==> src/rtl/alu_scheduler.sv <==
// alu_scheduler
//   Shares one combinational ALU between two requesters. Arbitration is
//   round-robin. A 3-step multiply (MUL, read LO, read HI) is sequenced
//   internally so that one response carries the full 2N-bit product.
//   Only one operation is in flight at a time.
//
// Ports
//   clk, rst_n                 clock (rising edge), async active-low reset
//   req{0,1}_valid/ready       request handshake; ready is combinational
//                              and only asserted in IDLE for the granted side
//   req{0,1}_op/a/b            opcode and operands, captured on handshake
//   alu_in0/alu_in1/alu_op     drive the shared ALU (all zero while idle)
//   alu_out                    ALU result, combinational from the above
//   rsp_valid/ready            response handshake
//   rsp_id                     requester owning the response
//   rsp_lo/rsp_hi              result (hi = 0 for non-MUL ops)
//   rsp_zero                   rsp_lo == 0
//   busy                       high whenever not in IDLE
module alu_scheduler #(
  parameter int N = 32
) (
  input  logic         clk,
  input  logic         rst_n,
  input  logic         req0_valid,
  output logic         req0_ready,
  input  logic [3:0]   req0_op,
  input  logic [N-1:0] req0_a,
  input  logic [N-1:0] req0_b,
  input  logic         req1_valid,
  output logic         req1_ready,
  input  logic [3:0]   req1_op,
  input  logic [N-1:0] req1_a,
  input  logic [N-1:0] req1_b,
  output logic [N-1:0] alu_in0,
  output logic [N-1:0] alu_in1,
  output logic [3:0]   alu_op,
  input  logic [N-1:0] alu_out,
  output logic         rsp_valid,
  input  logic         rsp_ready,
  output logic         rsp_id,
  output logic [N-1:0] rsp_lo,
  output logic [N-1:0] rsp_hi,
  output logic         rsp_zero,
  output logic         busy
);

  typedef enum logic [2:0] {
    IDLE,
    EXEC,
    MUL,
    RDLO,
    RDHI,
    RESP
  } state_t;

  localparam logic [3:0] OP_MUL  = 4'b0101;
  localparam logic [3:0] OP_MFLO = 4'b0110;
  localparam logic [3:0] OP_MFHI = 4'b0111;

  state_t       state;
  state_t       state_nx;

  logic         last_grant;
  logic         grant_id;
  logic         take;
  logic [3:0]   sel_op;
  logic [N-1:0] sel_a;
  logic [N-1:0] sel_b;

  logic [3:0]   op_q;
  logic [N-1:0] a_q;
  logic [N-1:0] b_q;
  logic         id_q;
  logic [N-1:0] lo_q;
  logic [N-1:0] hi_q;

  // With a single valid requester it wins outright; on a tie the side that
  // did not win last time is chosen. When neither is valid grant_id is 0,
  // which is harmless because ready is also qualified by valid.
  always_comb begin
    grant_id = (req0_valid & req1_valid) ? ~last_grant : req1_valid;
    sel_op   = grant_id ? req1_op : req0_op;
    sel_a    = grant_id ? req1_a  : req0_a;
    sel_b    = grant_id ? req1_b  : req0_b;
  end

  always_ff @(posedge clk or negedge rst_n) begin
    if (!rst_n) begin
      state <= IDLE;
    end else begin
      state <= state_nx;
    end
  end

  always_comb begin
    state_nx   = state;
    req0_ready = 1'b0;
    req1_ready = 1'b0;
    take       = 1'b0;
    alu_op     = '0;
    alu_in0    = '0;
    alu_in1    = '0;
    case (state)
      IDLE: begin
        req0_ready = req0_valid & ~grant_id;
        req1_ready = req1_valid &  grant_id;
        take       = req0_ready | req1_ready;
        if (take) begin
          state_nx = (sel_op == OP_MUL) ? MUL : EXEC;
        end
      end
      EXEC: begin
        alu_op   = op_q;
        alu_in0  = a_q;
        alu_in1  = b_q;
        state_nx = RESP;
      end
      MUL: begin
        alu_op   = OP_MUL;
        alu_in0  = a_q;
        alu_in1  = b_q;
        state_nx = RDLO;
      end
      RDLO: begin
        alu_op   = OP_MFLO;
        alu_in0  = a_q;
        alu_in1  = b_q;
        state_nx = RDHI;
      end
      RDHI: begin
        alu_op   = OP_MFHI;
        alu_in0  = a_q;
        alu_in1  = b_q;
        state_nx = RESP;
      end
      RESP: begin
        // No accept in the cycle the response is consumed: IDLE follows.
        if (rsp_ready) begin
          state_nx = IDLE;
        end
      end
      default: begin
        state_nx = IDLE;
      end
    endcase
  end

  always_ff @(posedge clk or negedge rst_n) begin
    if (!rst_n) begin
      last_grant <= 1'b1;
      op_q       <= '0;
      a_q        <= '0;
      b_q        <= '0;
      id_q       <= 1'b0;
      lo_q       <= '0;
      hi_q       <= '0;
    end else begin
      if (take) begin
        op_q       <= sel_op;
        a_q        <= sel_a;
        b_q        <= sel_b;
        id_q       <= grant_id;
        last_grant <= grant_id;
      end
      case (state)
        EXEC: begin
          lo_q <= alu_out;
          hi_q <= '0;
        end
        RDLO: lo_q <= alu_out;
        RDHI: hi_q <= alu_out;
        default: ;
      endcase
    end
  end

  assign rsp_valid = (state == RESP);
  assign rsp_id    = id_q;
  assign rsp_lo    = lo_q;
  assign rsp_hi    = hi_q;
  assign rsp_zero  = (lo_q == '0);
  assign busy      = (state != IDLE);

endmodule

==> config.mk <==
export PLATFORM = sky130hd
export DESIGN_NAME = alu_scheduler
export DESIGN_NICKNAME = d
export VERILOG_FILES = /design/src/rtl/alu_scheduler.sv
export SDC_FILE = /design/constraint.sdc
export NUM_CORES = 1
export LEC_CHECK = 0
export BUFFER_PORTS_ARGS = -buffer_cell sky130_fd_sc_hd__buf_4
export CAP_MARGIN = 25
export CELL_PAD_IN_SITES_DETAIL_PLACEMENT = 1
export CELL_PAD_IN_SITES_GLOBAL_PLACEMENT = 2
export CORE_AREA = 2 2 117 204
export CTS_CLUSTER_SIZE = 16
export DETAILED_ROUTE_END_ITERATION = 8
export DIE_AREA = 0 0 119 206
export MAX_ROUTING_LAYER = met4
export PLACE_DENSITY_LB_ADDON = 0.08
export SETUP_SLACK_MARGIN = 0.1
export SLEW_MARGIN = 30
export SYNTH_ARGS = -nofsm -noshare
export SYNTH_HDL_FRONTEND = slang
export SYNTH_SLANG_ARGS = --single-unit
==> constraint.sdc <==
create_clock -name clk -period 2.3 [get_ports clk]
set_input_delay 0.345 -clock clk [delete_from_list [all_inputs] [get_ports clk]]
set_output_delay 0.345 -clock clk [all_outputs]
set_load 0.02 [all_outputs]
# ---- Yosys cells after proc, flatten, opt, wreduce, memory -nomap -nowiden
# Index checks and enable logic that the tools add are counted.
dict set report totals {
  register_bits 137
  input_bits 173
  word_cells 45
}
dict set report classes {
  eq_ne 8
  muxes 15
  bitwise_logic 6
  reduce_logical 8
}
# cell count
set op_table {}
lappend op_table {{$mux W32} 4}
lappend op_table {{$pmux W32 S2} 1}
lappend op_table {{$logic_not A32 Y1} 1}
lappend op_table {{$pmux W4 S4} 1}
lappend op_table {{$pmux W3 S5} 1}
lappend op_table {{$eq A3 B2 Y1 const B} 2}
lappend op_table {{$eq A3 B3 Y1 const B} 2}
lappend op_table {{$mux W3} 2}
lappend op_table {{$eq A4 B3 Y1 const B} 1}
lappend op_table {{$mux W1} 4}
lappend op_table {{$mux W4} 1}
lappend op_table {{$reduce_or A2 Y1} 2}
lappend op_table {{$reduce_or A4 Y1} 1}
lappend op_table {{$and A1 B1 Y1} 3}
lappend op_table {{$eq A3 B1 Y1 const B} 1}
lappend op_table {{$logic_not A3 Y1} 1}
lappend op_table {{$reduce_bool A3 Y1} 1}
lappend op_table {{$mux W2} 1}
lappend op_table {{$ne A2 B1 Y1 const B} 1}
lappend op_table {{$ne A2 B2 Y1 const B} 1}
lappend op_table {{$not A1 Y1} 2}
lappend op_table {{$reduce_and A2 Y1} 1}
lappend op_table {{$reduce_bool A2 Y1} 1}
lappend op_table {{$or A1 B1 Y1} 1}

# ---- Depth between registers and ports, before layout
dict set report logic_depth {
  depth_word 7
  mapped_depth 6
  ltp_nobuf 4
}

# ---- Least setup slack after synthesis
# No wires, ideal clock.
dict set report synth_path {
  path_type {reg2out}
  startpoint {reg state[0]}
  endpoint {out alu_op[3]}
  arrival_ps 1489
  required_time_ps 1955
  path_slack_ps 466
  path_stages_with_launch 6
  path_buffers 3
  path_cell_list {dfrtp_1 > buf_2 > nand2b_1 > buf_2 > buf_2 > nor3b_1}
}
dict set report synth_via {
  elab_chain_len 2
  word_cells_on_any_way 5
  cone_classes {eq/ne: 4; mux: 1}
}
# item line_no
set synth_lines {}
lappend synth_lines {{start: declaration} 60} ;# state_t state;
lappend synth_lines {{start signal: assignment} 91} ;# state <= state_nx;
lappend synth_lines {{$eq A3 B3 Y1 (tied with other cells)} 103} ;# case (state)
lappend synth_lines {{$pmux W4 S4 *} 103}
lappend synth_lines {{end: declaration} 36} ;# output logic [3:0] alu_op,
# Mark *: on every way between the ends. The rest lies on a longest branch, timed or not.

# ---- Worst setup path in the final report
dict set report layout_path {
  startpoint {reg state[0]}
  endpoint {out alu_in1[3]}
}
dict set report layout_via {
  elab_chain_len 3
  word_cells_on_any_way 6
  cone_classes {eq/ne: 4; mux: 1; reduce/logical: 1}
}
# item line_no
set layout_lines {}
lappend layout_lines {{$eq A3 B3 Y1 (tied with other cells)} 103}
lappend layout_lines {{$reduce_or A4 Y1 (no source line) *} n/a}
lappend layout_lines {{$mux W32 *} 103}
lappend layout_lines {{end: declaration} 35} ;# output logic [N-1:0] alu_in1,
# Marks and branches as above.

==> impl_summary.md <==
Yosys
After technology mapping, the gate count stands at 483. The yosys synthesis warning count is 0. The fraction of the yosys area taken by sequential cells is 0.526. The share of the synthesized area in the top cell type is 0.522.

Summed over all instances, the cell type with the most area after synthesis is sky130_fd_sc_hd__dfrtp_1. In this run the cell area of the synthesized design comes to 6510 um2. The register bit count reported by yosys is 137. Ranked by total cell area, the synthesized netlist is headed by sky130_fd_sc_hd__dfrtp_1 52%, sky130_fd_sc_hd__mux2_2 29%, sky130_fd_sc_hd__and2_1 6.3%, sky130_fd_sc_hd__a22o_1 4.4%, sky130_fd_sc_hd__buf_2 1.3%. Dividing the synthesized area by the synthesized cell count gives 13.5 um2.

When the netlist entered floorplanning its net count stood at 656. Yosys mapped the design onto 30 distinct sky130hd cell types.

Pwr
The net switching fraction of the power is 0.385. In this run the static leakage power is 4.70 nW. Across the VDD grid, the largest voltage drop is 0.661 mV.

The part of the total power dissipated in the clock network is 0.184. The reported net switching power is 0.00574 W. Of the total power, combinational logic draws 0.529. Cell internal power was estimated by the tool at 0.00916 W. The proportion of power drawn by flip-flops and latches is 0.287. The power per cell area is 1490 nW/um2.

Detailed routing
The total via count in the routed design is 5131. The routed length per instance is 19.4 um. The routed wire length is 21700 um. For this block, the initial DRC count from the detailed router was 154. The count of nets left with antenna violations after detail routing is 0. In the routed design, unresolved DRC markers number 0. The ratio of routed vias to standard cells is 4.58. The number of iterations in the first detailed-routing pass is 5.

Clock tree
The clock latency reported for the late side of the worst-skew pair is 0.42 ns. The H-tree was split into 4 levels. The clock root buffer is sky130_fd_sc_hd__clkbuf_16. The clock transition time at the flip-flop clock pins of the worst setup and hold paths is 0.06 ns.

The clock net in this run drives a total of 137 sinks. The buffer depth of the longest clock path is 2. The number of CTS-inserted buffers is 17. TritonCTS built the clock tree.

Layout
The number of fill cells in the layout is 2466. For this run, the post-layout net count is 976. The fraction of final layout cells with drive strength greater than 1 is 0.664. The number of antenna diodes in the final layout is 0. Leaving out fill and tap cells, the most frequent cell in the layout is sky130_fd_sc_hd__buf_4. The area used by sequential logic in the layout is 3430 um2. From synthesis to final layout, the design area changed by 53.2%. The multi-input gate area in the final layout is 2950 um2.

Leaving out filler cells and counting taps, the final layout contains 1120. In the layout the commonest cells are 324 x sky130_fd_sc_hd__buf_4, 165 x sky130_fd_sc_hd__mux2_2, 134 x sky130_fd_sc_hd__dfrtp_1.

STA
The hold violation total from the final report is 0. Across all hold checks on the routed design, the worst slack comes to 0.134 ns. Setup total negative slack on the finished layout was measured at 0 ns. For the pin with the worst max-slew slack, the measured transition is 0.416 ns. In this run the tightest slew margin relative to its limit is 0.720. For the final database, setup skew stands at 0.00513 ns. For this run, the top clock speed supported by timing is 0.464 GHz. Dividing the final minimum period by the clock period gives 0.938.

The total of endpoints with negative setup slack in the final report is 0. Setup repair after global routing could not meet its margin everywhere. Counting I/O delays and the setup requirement, the final critical path takes 2.16 ns. The final max-slew violation count is 0. Setup slack on the critical path of the routed design comes to 0.143 ns.

Global route
The first global-routing pass estimated 32100 um of wire. Across every metal layer, demand over resource in global routing totals 0.177. The number of antenna violations at the first check in global routing is 0. The number of global-route vias before repair is 5821. Summed over all layers, the global routing overflow is 0. Entering global routing, the biggest net connects 64 pins.

Floorplan
The floorplan has 74 rows. The die extent in y is 206 um. The floorplan core area is 23100 um2.

The number of top-level design ports is 311. The overall die width is 119 um. The starting density of the core is 0.283. The full die area is 24500 um2.

Worst setup path
The worst-path maximum fanout is 10. In this design, the stage delay of the slowest critical-path cell is 0.45 ns. The critical path startpoint category is a register. The beginning of the worst register-to-register path is state[0]. The worst setup path is captured at an output pin. Data on the critical path is required at its endpoint by 1.96 ns.

In this run the critical register-to-register path is captured at a_q[30]. The setup check on the worst reg-to-reg path leaves a slack of 0.36 ns. The length in cells of the worst reg-to-reg path is 6.

Walking the worst path, the cells encountered are nor2_4 -> xnor2_4 -> buf_6 -> clkbuf_16 -> and2_1 -> buf_4. The slowest stage of the critical path belongs to the cell sky130_fd_sc_hd__dfrtp_2. Data arrives at the worst endpoint at 1.81 ns. The worst setup path category is reg -> out.

Placement
Counting tap cells, the placed design contains a total of 1078 instances. Detailed placement finished with a half-perimeter wire length of 16300 um. The routability-driven placement congestion ratio is 0.750. Input and output buffers added on the ports amount to 310. The pre-CTS setup slack is 0.335 ns.

Min path
For hold timing, the worst endpoint is last_grant. The launch point of the worst hold path is req0_valid. The type of the tightest min-delay check is in -> reg. The worst hold path cell count is 2.

Job
The number of maximum-capacitance violations is 0.

Run status
The flow ran to the end, and the final reports show no timing, DRC or antenna violations.
-- Yosys cell counts --
cell type and count:
sky130_fd_sc_hd__a21boi_0 1, sky130_fd_sc_hd__a21boi_2 1, sky130_fd_sc_hd__a21o_1 2, sky130_fd_sc_hd__a21oi_1 3, sky130_fd_sc_hd__a222oi_1 1, sky130_fd_sc_hd__a22o_1 33, sky130_fd_sc_hd__a31oi_1 1, sky130_fd_sc_hd__and2_1 66
sky130_fd_sc_hd__and3b_1 1, sky130_fd_sc_hd__buf_2 17, sky130_fd_sc_hd__buf_4 5, sky130_fd_sc_hd__buf_6 2, sky130_fd_sc_hd__clkbuf_1 10, sky130_fd_sc_hd__dfrtp_1 136, sky130_fd_sc_hd__dfstp_2 1, sky130_fd_sc_hd__inv_2 1
sky130_fd_sc_hd__mux2_1 5, sky130_fd_sc_hd__mux2_2 165, sky130_fd_sc_hd__nand2_1 3, sky130_fd_sc_hd__nand2b_1 3, sky130_fd_sc_hd__nand4_1 2, sky130_fd_sc_hd__nor2_1 5, sky130_fd_sc_hd__nor2_2 1, sky130_fd_sc_hd__nor2_4 1
sky130_fd_sc_hd__nor3_4 1, sky130_fd_sc_hd__nor3b_1 1, sky130_fd_sc_hd__nor4_1 8, sky130_fd_sc_hd__nor4bb_1 2, sky130_fd_sc_hd__o21ai_0 4, sky130_fd_sc_hd__xnor2_2 1
-- layout make-up --
cell class,count,area share
Clock buffer,22,0.0475
Clock inverter,10,0.0119
Inverter,1,0.000376
Multi-Input combinational cell,311,0.295
Sequential cell,137,0.344
Tap cell,304,0.0381
Timing Repair Buffer,335,0.263
-- worst max-delay path, delay by kind of cell (launching register included) --
family	cells	cell delay, ns
DFF	1	0.45
xor gates and xnor gates	1	0.14
buffers and inverters	3	0.47
and+or+nand+nor	2	0.32
-- what timing repair did --
action / CTS / global route
gates cloned: 0 / 3
hold buffers: 1 / 0
pin swaps: 0 / 2
setup buffers: 0 / 6
hold endpoints to repair: 34 / 0
setup endpoints to repair: 65 / 59
resized for setup: 7 / 7
-- logic make-up (layout without fill, tap and decap cells) --
kind of cell,after synthesis,count (layout),share of synthesized area
AO/OA/AOI/OAI,46,46,0.0574
AND/OR/NAND/NOR,94,94,0.0912
flip-flops,137,137,0.526
buffers and inverters,35,368,0.0286
multiplexers,170,170,0.294
XOR/XNOR,1,1,0.00250
-- worst max path at each step --
stage	from	end	depth (start not counted)
floorplan	state[0]	alu_op[3]	5
global route	state[0]	alu_in0[16]	6
CTS	state[1]	alu_op[0]	4
detailed placement	state[0]	alu_in0[23]	5
finish	state[0]	alu_in1[3]	6
global placement	state[0]	alu_in0[22]	5
-- power by group through the flow --
stage	registers (W)	logic (W)	clock network [W]
2_1_floorplan	0.00470	0.00381	0
3_3_place_gp	0.00430	0.00734	0
3_5_place_dp	0.00432	0.00747	0
4_1_cts	0.00432	0.00754	0.00283
5_1_grt	0.00446	0.00837	0.00292
6_report	0.00428	0.00788	0.00274
-- per-stage QoR --
stage,power (W),instance area (um2),util
3_3_place_gp,0.0116,9220,0.400
6_report,0.0149,9980,0.433
2_1_floorplan,0.00851,6520,-
4_1_cts,0.0147,9850,0.427
3_5_place_dp,0.0118,9220,0.400
5_1_grt,0.0157,9980,0.433
-- metal layers --
metal	wire [um]	track usage
met1	7580	0.174
met2	12600	0.338
met3	1150	0.0411
met4	326	0.0587
met5	0	-
-- state kept, by name (all words and copies together) (netlist names) --
signal / flops
op_q: 4
rsp_hi: 32
last_grant: 1
state: 3
a_q: 32
rsp_lo: 32
b_q: 32
rsp_id: 1
(Power assumes the default switching activity.)
